### src/rtl/alu_arbiter.sv
// Round-robin arbiter sharing one DW-bit ALU between requester A (core) and B (debug).
// Define ALU_ARB_STATS_EN to add saturating per-requester grant counters and stats_clr.
module alu_arbiter #(
    parameter int unsigned ALU_LAT = 1,
    parameter int unsigned DW      = 8
) (
    input  logic          clk,
    input  logic          rst_n,

    input  logic          a_req_valid,
    output logic          a_req_ready,
    input  logic [DW-1:0] a_op1,
    input  logic [DW-1:0] a_op2,
    input  logic [3:0]    a_mode,
    output logic          a_rsp_valid,
    input  logic          a_rsp_ready,

    input  logic          b_req_valid,
    output logic          b_req_ready,
    input  logic [DW-1:0] b_op1,
    input  logic [DW-1:0] b_op2,
    input  logic [3:0]    b_mode,
    output logic          b_rsp_valid,
    input  logic          b_rsp_ready,

`ifdef ALU_ARB_STATS_EN
    input  logic          stats_clr,
    output logic [15:0]   a_grant_cnt,
    output logic [15:0]   b_grant_cnt,
`endif

    output logic [DW-1:0] rsp_data,
    output logic [3:0]    rsp_cflags,
    output logic          rsp_flag,

    output logic [DW-1:0] Operand1,
    output logic [DW-1:0] Operand2,
    output logic [3:0]    Mode,
    output logic          E,
    input  logic [DW-1:0] Out,
    input  logic [3:0]    CFlags,
    input  logic          Flags
);

    typedef enum logic [1:0] {IDLE, EXEC, RESP} state_t;
    typedef enum logic {REQ_A, REQ_B} req_t;

    localparam logic [3:0] CNT_LAST = 4'(ALU_LAT - 1);

    state_t     state, state_nxt;
    req_t       owner, last_grant;
    logic [3:0] cnt;
    logic       a_win, b_win, rsp_done;

    // A wins when alone or when B was served last; B takes every other valid case.
    assign a_win = a_req_valid && (!b_req_valid || last_grant == REQ_B);
    assign b_win = b_req_valid && !a_win;

    // NOTE: reset is sampled only on the clock edge, so it sits inside the clocked branch.
    always_ff @(posedge clk) begin
        if (!rst_n) state <= IDLE;
        else        state <= state_nxt;
    end

    // NOTE: every output of this block gets a default first so no path infers a latch.
    always_comb begin
        state_nxt   = state;
        a_req_ready = 1'b0;
        b_req_ready = 1'b0;
        a_rsp_valid = 1'b0;
        b_rsp_valid = 1'b0;
        E           = 1'b0;
        rsp_done    = 1'b0;
        case (state)
            IDLE: begin
                a_req_ready = a_win;
                b_req_ready = b_win;
                if (a_win || b_win) state_nxt = EXEC;
            end
            EXEC: begin
                E = 1'b1;
                if (cnt == CNT_LAST) state_nxt = RESP;
            end
            RESP: begin
                a_rsp_valid = (owner == REQ_A);
                b_rsp_valid = (owner == REQ_B);
                rsp_done    = (owner == REQ_A) ? a_rsp_ready : b_rsp_ready;
                if (rsp_done) state_nxt = IDLE;
            end
            default: state_nxt = IDLE;
        endcase
    end

    // Operand/mode registers hold their last value outside EXEC so the ALU inputs never glitch.
    always_ff @(posedge clk) begin
        if (!rst_n) begin
            Operand1   <= '0;
            Operand2   <= '0;
            Mode       <= '0;
            rsp_data   <= '0;
            rsp_cflags <= '0;
            rsp_flag   <= 1'b0;
            cnt        <= '0;
            owner      <= REQ_A;
            last_grant <= REQ_B;
        end else begin
            case (state)
                IDLE: begin
                    if (a_req_ready) begin
                        Operand1 <= a_op1;
                        Operand2 <= a_op2;
                        Mode     <= a_mode;
                        owner    <= REQ_A;
                        cnt      <= '0;
                    end else if (b_req_ready) begin
                        Operand1 <= b_op1;
                        Operand2 <= b_op2;
                        Mode     <= b_mode;
                        owner    <= REQ_B;
                        cnt      <= '0;
                    end
                end
                EXEC: begin
                    if (cnt == CNT_LAST) begin
                        rsp_data   <= Out;
                        rsp_cflags <= CFlags;
                        rsp_flag   <= Flags;
                    end else begin
                        cnt <= cnt + 4'd1;
                    end
                end
                RESP: begin
                    if (rsp_done) last_grant <= owner;
                end
                default: ;
            endcase
        end
    end

`ifdef ALU_ARB_STATS_EN
    // Clear has priority over a same-cycle grant; counts stick at all-ones.
    always_ff @(posedge clk) begin
        if (!rst_n || stats_clr) begin
            a_grant_cnt <= '0;
            b_grant_cnt <= '0;
        end else begin
            if (a_req_ready && a_grant_cnt != 16'hFFFF) a_grant_cnt <= a_grant_cnt + 16'd1;
            if (b_req_ready && b_grant_cnt != 16'hFFFF) b_grant_cnt <= b_grant_cnt + 16'd1;
        end
    end
`endif

endmodule

### config.mk
export PLATFORM = sky130hd
export DESIGN_NAME = alu_arbiter
export DESIGN_NICKNAME = d
export VERILOG_FILES = /design/src/rtl/alu_arbiter.sv
export SDC_FILE = /design/constraint.sdc
export NUM_CORES = 1
export LEC_CHECK = 0
export BUFFER_PORTS_ARGS = -buffer_cell sky130_fd_sc_hd__buf_2
export CELL_PAD_IN_SITES_DETAIL_PLACEMENT = 1
export CELL_PAD_IN_SITES_GLOBAL_PLACEMENT = 1
export CORE_UTILIZATION = 30
export CTS_CLUSTER_DIAMETER = 30
export CTS_CLUSTER_SIZE = 24
export DETAILED_ROUTE_END_ITERATION = 16
export GPL_TIMING_DRIVEN = 0
export PLACE_DENSITY_LB_ADDON = 0.1
export SKIP_CTS_REPAIR_TIMING = 1
export SYNTH_ARGS = -nofsm -noshare
export SYNTH_HDL_FRONTEND = slang
export SYNTH_SLANG_ARGS = --single-unit
### constraint.sdc
create_clock -name clk -period 2.17 [get_ports clk]
set_input_delay 0.651 -clock clk [delete_from_list [all_inputs] [get_ports clk]]
set_output_delay 0.651 -clock clk [all_outputs]
set_load 0.05 [all_outputs]
======== After elaboration in Yosys (flattened, before gate mapping) ========
Index checks and enable logic that the tools add are counted.
word-level totals
  register bits after elaboration ......... 41
  bits of input ports ..................... 59
  output and inout port bits .............. 38
  logic and storage cells ................. 57
operators by class
  $add $sub $neg .......................... 1
  eq/ne operators ......................... 7
  mux-type cells .......................... 23
  bitwise operators ....................... 1
  reduce and logical (&&, ||, !) cells .... 15
operator list
  cell                                                             count
  8-bit two-way mux                                                4
  4-bit two-way mux                                                5
  1-bit two-way mux                                                9
  2-bit != test, second input constant                             4
  4-bit case mux with 2 select lines                               1
  2-bit two-way mux                                                3
  2-bit case mux with 3 select lines                               1
  2-bit AND reduction                                              3
  3-bit AND reduction                                              2
  4-bit by 1-bit adder with 4-bit output, second input constant    1
  4-bit logical NOT                                                1
  2-bit nonzero test                                               2
  3-bit != test, second input constant                             1
  2-bit by 1-bit == test with 1-bit output, second input constant  1
  2-bit == test, second input constant                             1
  1-bit logical AND                                                2
  1-bit logical NOT                                                2
  2-bit logical NOT                                                1
  1-bit logical OR                                                 2
  1-bit NOT                                                        1

======== Longest topological paths before layout ========
Gate-level depths: netlist of run 1.
  word-level depth ........................ 9
  mapped depth ............................ 6
  mapped depth without buffers ............ 6

======== Least setup slack after synthesis of run 1 ========
Ideal clock, no wire load.
  kind .................................... in2out
  from .................................... input port b_req_valid
  to ...................................... output port b_req_ready
  arrival ................................. 1.508 ns
  data required time ...................... 1.519 ns
  setup slack ............................. 0.011 ns
  stages .................................. 4
  buffers on the path ..................... 1
  cell sequence ........................... inv_1 > o21ai_2 > buf_4 > and2_1
between the ends
  cells in the longest elaborated chain, start to end .. 6
RTL lines
  item                 RTL line  text
  start, declared      18        input logic b_req_valid,
  1-bit logical NOT    56        assign a_win = a_req_valid && (!b_req_valid || last_grant == REQ_B);
  1-bit logical OR     56
  1-bit logical AND    56
  1-bit logical NOT    57        assign b_win = b_req_valid && !a_win;
  1-bit logical AND *  57
  1-bit two-way mux *  74        case (state)
  end, declared        19        output logic b_req_ready,
Mark *: on every way between the ends. The rest lies on a longest branch, timed or not.

======== Worst setup path in the final report of run 1 ========
Same ends and word-level chain as after synthesis.

==> reports/qor.yml, run 1 <==
post-route-cell-area_um2: 2500
synthToLayoutAreaGrowth_pct: 39.7
cpPeakStageDelay_ns: 0.21
worst_pin_slew_ns: 0.481
cts_tree: "yes"
fin_crit_ns: 2.11
numCtsBuffers: 5
vias: 1729
mostFrequentLayoutCell: "buf_2"
yosys_warnings: 0
skew_ns: 0.00413
clock_latency_ns: 0.29
ys_types: 30
synth_top_flop_cell: "dfxtp_1"
synth-edff-count: 0
die_area_um2: 6270
grt_max_degree: 12
finalCritPeriodShare_pct: 97.4
grt_overflow_total: 0
port_buffers: 96
grt_util_all_layers_pct: 16.0
required_ns: 1.52
cp_max_fo: 4
routabilityCongestion: 0.699
worst_slack_ns: 0.0558
drtPass1Iterations: 2
root_buffer: "clkbuf_8"
worst-setup-path-type: "input port to output port"
syn_area_per_cell_um2: 9.02
avgRoutedWirePerCell_um: 12.8
route.detailed.drc: 0
antenna_found_initial: 0
cp_num_buf_inv: 4
initial_utilization_pct: 31.9
n_antenna_cell: 0
routed_wirelength_um: 4810
grt_pass1_wl_um: 7920
dpl.hpwl_um: 3700
ant_nets: 0
post-place-ws_ns: -0.158
ys_seq_area_share_pct: 45.9
p_leak_nw: 1.21
setup_viol: 0
drt_iter0_drc: 44
cts_buffer_depth: 2
async_flop_share_pct: 0
critPathLaunchType: "input port"
fin_nets: 365
cap_viol_max_count: 0
ir_drop_v: 0.000289
rows: 27
cts_num_sinks: 41
hold_viol_final: 0
die_h_um: 79.2
drive_gt1_share_pct: 41.0
slowest_stage: "o21ai_4"
most-common-layout-cells: "95 x buf_2, 50 x nand2_1, 41 x dfxtp_1, 23 x o21ai_0, 21 x mux2i_1"
syn_area_um2: 1790
total_power_mw: 1.97
synth-seq-cells: 41
hp-class: "flop to flop"
status: "completed"
crit_path_end_kind: "output port"
die_x_um: 79.2
path_cells: "buf_2, inv_1, o21ai_4, buf_8, and2_1, buf_6"
syn_inst: 198
finalMaxSlewViolations: 0
cp.arrival_ns: 1.46
vias_per_cell: 4.59
grt_pass1_vias: 1790
power_density_nw_per_um2: 788
io_pins: 97
tns_ns: 0
cts_max_level: 2
slew_headroom_pct: 67.9
critical-path-top-delay-family: "buffers and inverters"
clkSlewWorstSetupHoldPaths_ns: 0.08
placed_cell_area_um2: 2360
fmax_ghz: 0.473
core-area_um2: 5610
synth_fp_nets: 259
worst reg2reg max path: stages, from the launching register on:
cell and delay [ns]:
dfxtp_1 0.48, nor2_1 0.16, nand3b_1 0.33, clkbuf_1 0.38, o21ai_0 0.16
through the flow:
step | util (%) | hold slack (ns) | std cells
6_report | 44.5 | 0.454 | 377
5_1_grt | 44.5 | 0.480 | 377
4_1_cts | 43.5 | 0.460 | 374
3_5_place_dp | 42.0 | 0.442 | 366
3_3_place_gp | 42.0 | 0.430 | 366
2_1_floorplan | - | 0.483 | 198
logic make-up after synthesis:
group                      count (synthesis)  synth area share (%)
AOI/OAI and AO/OA                         45                  17.4
xor gates and xnor gates                   2                 0.981
adders and majority gates                  2                  1.40
buffers and inverters                     14                  4.27
DFF                                       41                  45.9
muxes                                     21                  11.8
and+or+nand+nor                           73                  18.2
routing by layer:
layer / wire length (um) / track usage, %
met5: 0 / 0
met4: 46 / 4.36
met3: 341 / 5.63
met2: 2290 / 28.3
met1: 2130 / 18.0
power by group:
part / switching (mW) / internal [mW] / total, mW
clock network: 0.256 / 0.229 / 0.485
logic: 0.420 / 0.194 / 0.614
registers: 0.0433 / 0.823 / 0.867
area by class of cell:
cell class                 instances  area [um^2]
timing repair buffer              99          512
inverter                           4         15.0
buffer                            10         68.8
clock buffer                       8         80.1
fill                             721         3110
sequential                        41          821
multi-input combinational        143          910
tap                               72         90.1
Yosys cell counts (all sizes together) (2+ instances only):
cell    instances  area, um^2
nand2          50         188
dfxtp          41         821
o21ai          24         124
mux2i          21         210
a21boi         15         150
nand3           6        35.0
nor2            6        22.5
buf             5        42.5
clkbuf          5        18.8
a21oi           4        20.0
inv             4        15.0
and2            2        12.5
ha              2        25.0
nor2b           2        15.0
xor2            2        17.5
worst paths after layout:
path | to | from | cells after the start | slack (ns)
worst max-delay path | b_req_ready | b_req_valid | 6 | 0.06
worst min-delay path | Operand1[1] | Operand1[1] | 2 | 0.45
worst max register to register | Operand2[3] | state[1] | 4 | 0.54
worst min register to register | Operand1[1] | Operand1[1] | 2 | 0.45
sequential cells by signal, indices dropped and copies added, names as in the netlist:
signal      cells
rsp_cflags      4
rsp_data        8
last_grant      1
cnt             4
owner           1
Operand2        8
rsp_flag        1
Mode            4
Operand1        8
state           2
No activity file was read; power rests on OpenSTA's default activity.
==> inputs of run 2 (changes only) <==
==> constraint.sdc (replaced) <==
create_clock -name clk -period 2.17 [get_ports clk]
set_input_delay 0.1085 -clock clk [delete_from_list [all_inputs] [get_ports clk]]
set_output_delay 0.1085 -clock clk [all_outputs]
set_load 0.05 [all_outputs]
==> reports/qor.yml, run 2 (synthesis gave the netlist of run 1 again) <==
fmax_ghz: 0.616
finalCritPeriodShare_pct: 74.8
clock_latency_ns: 0.29
min_delay_path_depth: 3
reg_top3: "Operand1 x8, Operand2 x8, rsp_data x8"
skew_ns: 0.00348
reg2reg_depth: 4
core-area_um2: 5610
n_antenna_cell: 0
rows: 27
antenna_found_initial: 0
crit_path_end_kind: "output port"
io_pins: 97
multi_input_area_um2: 890
hp-class: "input port to flop"
dp_cells: 366
synthToLayoutAreaGrowth_pct: 36.4
total_power_mw: 1.94
utilization_pct: 43.5
routed_wirelength_um: 4740
worst-setup-path-type: "flop to output port"
cp.arrival_ns: 1.51
post-route-cell-area_um2: 2440
root_buffer: "clkbuf_8"
mostFrequentLayoutCell: "buf_2"
die_x_um: 79.2
numCtsBuffers: 5
p_leak_nw: 1.18
grt_util_all_layers_pct: 16.0
grt_pass1_wl_um: 7920
port_buffers: 96
register_area_um2: 821
cts_max_level: 2
critPathLaunchType: "flop"
cts_tree: "yes"
fin_nets: 362
drtPass1Iterations: 2
hold_ws_ns: 0.0590
cts_num_sinks: 41
dpl.hpwl_um: 3700
grt_pass1_vias: 1790
grt_overflow_total: 0
worst_pin_slew_ns: 0.482
ir_drop_v: 0.000285
avgRoutedWirePerCell_um: 12.7
vias_per_cell: 4.59
slew_headroom_pct: 67.9
drt_iter0_drc: 47
cp_max_fo: 10
fillers: 724
hold_viol_final: 0
required_ns: 2.06
die_area_um2: 6270
power_density_nw_per_um2: 797
fin_crit_ns: 1.62
ant_nets: 0
finalMaxSlewViolations: 0
placed_cell_area_um2: 2360
routabilityCongestion: 0.699
drive_gt1_share_pct: 39.7
worst_slack_ns: 0.548
route.detailed.drc: 0
grt_max_degree: 12
rsz0062_at_grt: "no"
vias: 1717
setup_viol: 0
stdcell_count: 374
clkSlewWorstSetupHoldPaths_ns: 0.08
tns_ns: 0
post-place-ws_ns: 0.599
status: "completed"
die_h_um: 79.2
most-common-layout-cells: "97 x buf_2, 50 x nand2_1, 41 x dfxtp_1, 23 x o21ai_0, 21 x mux2i_1"
cts_buffer_depth: 2
cap_viol_max_count: 0
initial_utilization_pct: 31.9
[run 2: final cells by class]
type / count / share of cell area [%]
multi-input combinational: 143 / 36.5
sequential: 41 / 33.7
timing repair buffer: 96 / 19.7
tap: 72 / 3.70
clock buffer: 8 / 3.29
buffer: 10 / 2.52
inverter: 4 / 0.616
[run 2: critical path, cell delays in order (launching register included)]
cell and delay, ns:
dfxtp_1 0.34, o21ai_2 0.23, buf_4 0.25, and2_1 0.14, buf_2 0.26
[run 2: final timing paths]
| kind | end | slack (ns) | from |
|---|---|---|---|
| setup / recovery | b_req_ready | 0.55 | last_grant |
| hold / removal | rsp_cflags[1] | 0.06 | CFlags[1] |
| setup reg to reg | Operand2[3] | 0.61 | state[1] |
| hold reg to reg | Operand1[1] | 0.45 | Operand1[1] |
[run 2: where the power goes]
group          internal [mW]  total (mW)  switching, mW
clock network          0.229       0.486          0.257
logic                  0.179       0.594          0.415
registers              0.823       0.864         0.0407
[run 2: routing by layer]
layer | vias up | wire (um) | track usage [%]
li1 | 874 | - | -
met1 | 779 | 2080 | 18.0
met2 | 59 | 2280 | 28.3
met3 | 5 | 337 | 5.63
met4 | 0 | 46 | 4.36
met5 | - | 0 | 0
